==> src/rtl/expr_pkg.sv <==
// Shared types and constants for the expression evaluator.
// State encoding, character classes, operator tag, ASCII codes.
package expr_pkg;

  typedef enum logic [2:0] {
    IDLE,
    OPND,
    OPER,
    ERR,
    DONE
  } state_t;

  typedef enum logic [2:0] {
    CC_DIG,
    CC_ADD,
    CC_MUL,
    CC_EQ,
    CC_OTH
  } cls_t;

  typedef enum logic {
    OP_ADD,
    OP_MUL
  } op_t;

  localparam logic [7:0] CH_0   = 8'h30;
  localparam logic [7:0] CH_9   = 8'h39;
  localparam logic [7:0] CH_ADD = 8'h2b;
  localparam logic [7:0] CH_MUL = 8'h2a;
  localparam logic [7:0] CH_EQ  = 8'h3d;

endpackage

==> src/rtl/expr_char_class.sv <==
// Combinational ASCII classifier.
// ch -> cls (DIG/ADD/MUL/EQ/OTH), dig = ch - '0' (meaningful for DIG).
module expr_char_class
  import expr_pkg::*;
(
  input  logic [7:0] ch,
  output cls_t       cls,
  output logic [3:0] dig
);

  logic [7:0] off;

  assign off = ch - CH_0;
  assign dig = off[3:0];

  always_comb begin
    cls = CC_OTH;
    unique case (1'b1)
      (ch >= CH_0 && ch <= CH_9): cls = CC_DIG;
      (ch == CH_ADD):             cls = CC_ADD;
      (ch == CH_MUL):             cls = CC_MUL;
      (ch == CH_EQ):              cls = CC_EQ;
      default:                    cls = CC_OTH;
    endcase
  end

endmodule

==> src/rtl/expr_eval_ctrl.sv <==
// Streaming evaluator for digit ((+|*) digit)* '=' with * over +.
// Ports: clk, clr (async low), in_* char handshake, res_* result handshake, busy.
module expr_eval_ctrl
  import expr_pkg::*;
#(
  parameter int W       = 16,
  parameter int MAX_LEN = 32
) (
  input  logic         clk,
  input  logic         clr,
  input  logic         in_valid,
  output logic         in_ready,
  input  logic [7:0]   in_data,
  output logic         res_valid,
  input  logic         res_ready,
  output logic [W-1:0] result,
  output logic         res_err,
  output logic         busy
);

  localparam int LW = $clog2(MAX_LEN + 1);

  state_t        st;
  op_t           op;
  logic [W-1:0]  sum;
  logic [W-1:0]  term;
  logic [LW-1:0] len;
  logic [LW-1:0] len_nx;
  cls_t          cls;
  logic [3:0]    dig;
  logic [W-1:0]  dw;
  logic          ovf;

  expr_char_class u_cc (
    .ch  (in_data),
    .cls (cls),
    .dig (dig)
  );

  assign dw = W'(dig);

  // len saturates so a long run of junk in ERR cannot wrap it.
  assign len_nx = (len == LW'(MAX_LEN)) ? len : len + 1'b1;
  assign ovf    = (cls != CC_EQ) && (len_nx == LW'(MAX_LEN));

  assign in_ready = (st != DONE);
  assign busy     = (st != IDLE);

  always_ff @(posedge clk or negedge clr) begin
    if (!clr) begin
      st        <= IDLE;
      op        <= OP_ADD;
      sum       <= '0;
      term      <= '0;
      len       <= '0;
      res_valid <= 1'b0;
      result    <= '0;
      res_err   <= 1'b0;
    end else if (st == DONE) begin
      if (res_ready) begin
        st        <= IDLE;
        op        <= OP_ADD;
        sum       <= '0;
        term      <= '0;
        len       <= '0;
        res_valid <= 1'b0;
      end
    end else if (in_valid) begin
      len <= len_nx;
      unique case (st)
        IDLE: begin
          unique case (cls)
            CC_DIG: begin
              term <= dw;
              sum  <= '0;
              st   <= OPND;
            end
            CC_EQ: begin
              st        <= DONE;
              res_valid <= 1'b1;
              result    <= '0;
              res_err   <= 1'b1;
            end
            default: st <= ERR;
          endcase
        end
        OPND: begin
          unique case (cls)
            CC_ADD: begin
              sum <= sum + term;
              op  <= OP_ADD;
              st  <= OPER;
            end
            CC_MUL: begin
              op <= OP_MUL;
              st <= OPER;
            end
            CC_EQ: begin
              st        <= DONE;
              res_valid <= 1'b1;
              result    <= sum + term;
              res_err   <= 1'b0;
            end
            default: st <= ERR;
          endcase
        end
        OPER: begin
          unique case (cls)
            CC_DIG: begin
              term <= (op == OP_ADD) ? dw : term * dw;
              st   <= OPND;
            end
            CC_EQ: begin
              st        <= DONE;
              res_valid <= 1'b1;
              result    <= '0;
              res_err   <= 1'b1;
            end
            default: st <= ERR;
          endcase
        end
        ERR: begin
          if (cls == CC_EQ) begin
            st        <= DONE;
            res_valid <= 1'b1;
            result    <= '0;
            res_err   <= 1'b1;
          end
        end
        default: st <= ERR;
      endcase
      // Length limit overrides any non-'=' transition.
      if (ovf) st <= ERR;
    end
  end

endmodule
==> config.mk <==
export PLATFORM = sky130hd
export DESIGN_NAME = expr_eval_ctrl
export DESIGN_NICKNAME = d
export VERILOG_FILES = /design/src/rtl/expr_pkg.sv /design/src/rtl/expr_char_class.sv /design/src/rtl/expr_eval_ctrl.sv
export SDC_FILE = /design/constraint.sdc
export NUM_CORES = 1
export LEC_CHECK = 0
export CAP_MARGIN = 20
export CORE_UTILIZATION = 45
export CTS_BUF_LIST = sky130_fd_sc_hd__clkbuf_16
export DETAILED_ROUTE_END_ITERATION = 7
export PLACE_DENSITY_LB_ADDON = 0.15
export SKIP_CTS_REPAIR_TIMING = 1
export SYNTH_ARGS = -nofsm -noshare
export SYNTH_HDL_FRONTEND = slang
export SYNTH_SLANG_ARGS = --single-unit
==> constraint.sdc <==
create_clock -name clk -period 3.4 [get_ports clk]
set_clock_uncertainty 0.05 [all_clocks]
set_input_delay 0.68 -clock clk [delete_from_list [all_inputs] [get_ports clk]]
set_output_delay 0.68 -clock clk [all_outputs]
set_load 0.02 [all_outputs]
==> impl_metrics.env <==
export IMPL_grt_first_pass_wirelength_um=20100
export IMPL_cts_tree="built"
export IMPL_die_x_um=107
export IMPL_nNetsFinal=682
export IMPL_wl_um=12000
export IMPL_syn_avg_cell_area_um2=9.00
export IMPL_drt_initial_drc_count=163
export IMPL_dieArea_um2=11500
export IMPL_min_period_over_period_pct=95.9
export IMPL_diodes=0
export IMPL_fin_cells=755
export IMPL_maxCapViolCount=0
export IMPL_path_cells="clkbuf_2 -> buf_2 -> and2_1 -> ha_1 -> ha_1 -> ha_1 -> fa_2 -> a211oi_4 -> nor3_2 -> o31ai_4 -> a21oi_1 -> xnor2_1 -> o21ai_1"
export IMPL_syn_nets=624
export IMPL_yosys_warnings=0
export IMPL_avgRoutedWirePerCell_um=15.8
export IMPL_row_count=38
export IMPL_yosys_area_top_type="dfrtp_1"
export IMPL_crit_start="in_data[2]"
export IMPL_clockRootBuffer="clkbuf_16"
export IMPL_synth_seq_cells=60
export IMPL_worstMarginPinSlew_ns=0.710
export IMPL_first_pass_iters=6
export IMPL_reg2reg_to="term[14]"
export IMPL_design_power_total_mw=2.21
export IMPL_port_buffer_count=31
export IMPL_num_io_pins=32
export IMPL_crit_type="primary input to flip-flop"
export IMPL_synthToLayoutAreaGrowth_pct=23.2
export IMPL_peakVddDrop_mv=0.255
export IMPL_cts_buffer_depth=2
export IMPL_setup_violations=0
export IMPL_hold_class="primary input to async pin"
export IMPL_syn_area_um2=4980
export IMPL_slew_viol_final=0
export IMPL_dp_cells=737
export IMPL_vias_per_cell=5.48
export IMPL_cp_start_kind="primary input"
export IMPL_arrival_ns=3.40
export IMPL_h_tree_depth=3
export IMPL_syn_inst=553
export IMPL_cp_slowest_stage_delay_ns=0.45
export IMPL_cts_sinks=60
export IMPL_overflow=0
export IMPL_fin_util_pct=56.8
export IMPL_synth_ff_type="dfrtp_1"
export IMPL_fin_area_um2=6130
export IMPL_endpoint_kind="flip-flop"
export IMPL_core_area_um2=10800
export IMPL_grt_max_degree=45
export IMPL_die_h_um=107
export IMPL_via_count=4138
export IMPL_relSlewSlack_pct=52.3
export IMPL_worst_hold_slack_ns=0.132
export IMPL_synth_top_cell_area_share_pct=30.2
export IMPL_start_util_pct=46.1
export IMPL_ff2ff_setup_slack_ns=0.17
export IMPL_synth_area_leaders="dfrtp_1, fa_1, ha_1"
export IMPL_antenna_found_initial=0
export IMPL_status="complete, no violations"
export IMPL_synth_edf_count=0
export IMPL_p_leak_nw=2.83
export IMPL_reg2reg_depth=11
export IMPL_cts_made_buffers=9
export IMPL_crit_slowest_cell="fa_2"
export IMPL_period_minus_slack_ns=3.26
export IMPL_gp_congestion=0.842
export IMPL_postPlaceCellArea_um2=5750
export IMPL_timing_rr_start="term[2]"
export IMPL_fmax_mhz=307
export IMPL_path_clk_slew_ns=0.05
export IMPL_finalHoldViolations=0
export IMPL_crit_fanout=5
export IMPL_rsz0062_at_grt="yes"
export IMPL_worstSkewPairLatency_ns=0.33
export IMPL_dpl_hpwl_um=8930
export IMPL_n_fill_cell=967
export IMPL_required_ns=3.54
export IMPL_synthArstFlopShare_pct=100
export IMPL_grt_use_total_pct=22.5
export IMPL_ys_types=56
export IMPL_powerDensity_nw_per_um2=361
export IMPL_drive_above_1_share_pct=16.7
export IMPL_ys_seq_area_share_pct=30.2
export IMPL_path_common_cell="ha_1"
export IMPL_remaining_drc_errors=0
export IMPL_grt_pass1_vias=4184
export IMPL_ant_nets=0
[metrics by stage]
step	worst slack, ns	TNS [ns]
after global routing	-0.00579	-0.00579
after CTS	-0.299	-1.86
after floorplan	-0.0856	-0.181
final	0.140	0
after detailed placement	-0.637	-5.46
after global placement	-0.665	-4.96
[metal layers]
layer | track usage [%] | wire (µm)
met4 | 4.60 | 82
met3 | 4.38 | 333
met1 | 29.9 | 5740
met2 | 38.2 | 5810
met5 | 0 | 0
[kinds of logic after synthesis]
group | Yosys count | share of synthesized area, %
XOR/XNOR | 32 | 5.91
AND/OR/NAND/NOR | 172 | 17.3
AO/OA/AOI/OAI | 146 | 20.1
multiplexers | 5 | 1.28
adder cells (fa/ha/maj) | 59 | 18.8
flip-flops | 60 | 30.2
buffers and inverters | 79 | 6.49
[worst max path at each step]
stage                           to  slack (ns)
after floorplan           term[14]       -0.09
after global placement    term[14]       -0.66
after detailed placement  term[14]       -0.64
after CTS                 term[14]       -0.30
after global routing      term[14]      -0.006
final                     term[14]        0.14
[worst max-delay path, delay by kind of cell]
family                     cells  cell delay, ns
AOI/OAI and AO/OA              4            0.78
adders and majority gates      4            1.24
xor gates and xnor gates       1            0.16
buffers and inverters          2            0.29
and+or+nand+nor                2            0.25
[power breakdown]
| group | internal, mW | switching [mW] | total, mW |
|---|---|---|---|
| Combinational | 0.191 | 0.217 | 0.408 |
| Sequential | 0.752 | 0.0765 | 0.829 |
| Clock | 0.638 | 0.338 | 0.976 |
[area by class of cell]
type	instances	area, µm²	area share (%)
Clock buffer	9	225	3.67
Clock inverter	6	90.1	1.47
Inverter	55	206	3.37
Multi-Input combinational cell	414	3320	54.1
Sequential cell	60	1500	24.5
Tap cell	140	175	2.86
Timing Repair Buffer	71	612	9.98
[registers in the layout, summed over array words and instances (netlist names)]
signal,flops
res_valid,1
len,6
sum,16
res_err,1
op,1
result,16
term,16
st,3
[synthesized netlist by cell type, types with 2 or more instances]
master and n:
inv_2 2, o21ai_0 35, inv_1 53, buf_4 2
o211ai_1 3, a221oi_1 3, xnor2_1 24, and3_1 7
ha_1 33, buf_2 3, mux2i_1 3, and2_1 36
a21boi_0 2, clkbuf_1 17, nor2_1 27, o21bai_1 4
a22o_1 24, nor3_1 6, o41a_1 2, o31ai_1 9
a21oi_1 22, buf_6 2, a31oi_1 3, o21ai_1 5
a211oi_1 8, nor2b_1 2, or3_1 5, nand4_1 2
fa_1 26, xor2_1 7, nand2b_1 3, a21o_1 11
o21a_1 7, nand3b_1 2, nand3_1 12, dfrtp_1 60
nand2_1 62
[cells in the final DEF (no fill, tap or decap), types with 3 or more instances in the layout]
| cell | synthesis | routed |
|---|---|---|
| nand2_1 | 62 | 61 |
| dfrtp_1 | 60 | 59 |
| inv_1 | 53 | 49 |
| buf_4 | 2 | 34 |
| and2_1 | 36 | 28 |
| o21ai_0 | 35 | 28 |
| nor2_1 | 27 | 27 |
| clkdlybuf4s50_1 | 0 | 26 |
| fa_1 | 26 | 25 |
| xnor2_1 | 24 | 24 |
| a22o_1 | 24 | 24 |
| ha_1 | 33 | 24 |
| a21oi_1 | 22 | 20 |
| nand3_1 | 12 | 12 |
| a21o_1 | 11 | 11 |
| o21ai_1 | 5 | 10 |
| clkbuf_16 | 0 | 9 |
| and2_4 | 0 | 8 |
| o31ai_1 | 9 | 8 |
| and3_1 | 7 | 7 |
| o21a_1 | 7 | 7 |
| xor2_1 | 7 | 7 |
| inv_2 | 2 | 6 |
| a211oi_1 | 8 | 6 |
| ha_4 | 0 | 6 |
| or3_1 | 5 | 5 |
| nor3_1 | 6 | 5 |
| o21bai_1 | 4 | 4 |
| a31oi_1 | 3 | 3 |
| o211ai_1 | 3 | 3 |
| nand2b_1 | 3 | 3 |
| mux2i_1 | 3 | 3 |
| a221oi_1 | 3 | 3 |
| ha_2 | 0 | 3 |
| buf_2 | 3 | 3 |
| clkbuf_2 | 0 | 3 |
| buf_6 | 2 | 3 |
No activity file was read; power rests on OpenSTA's default activity.
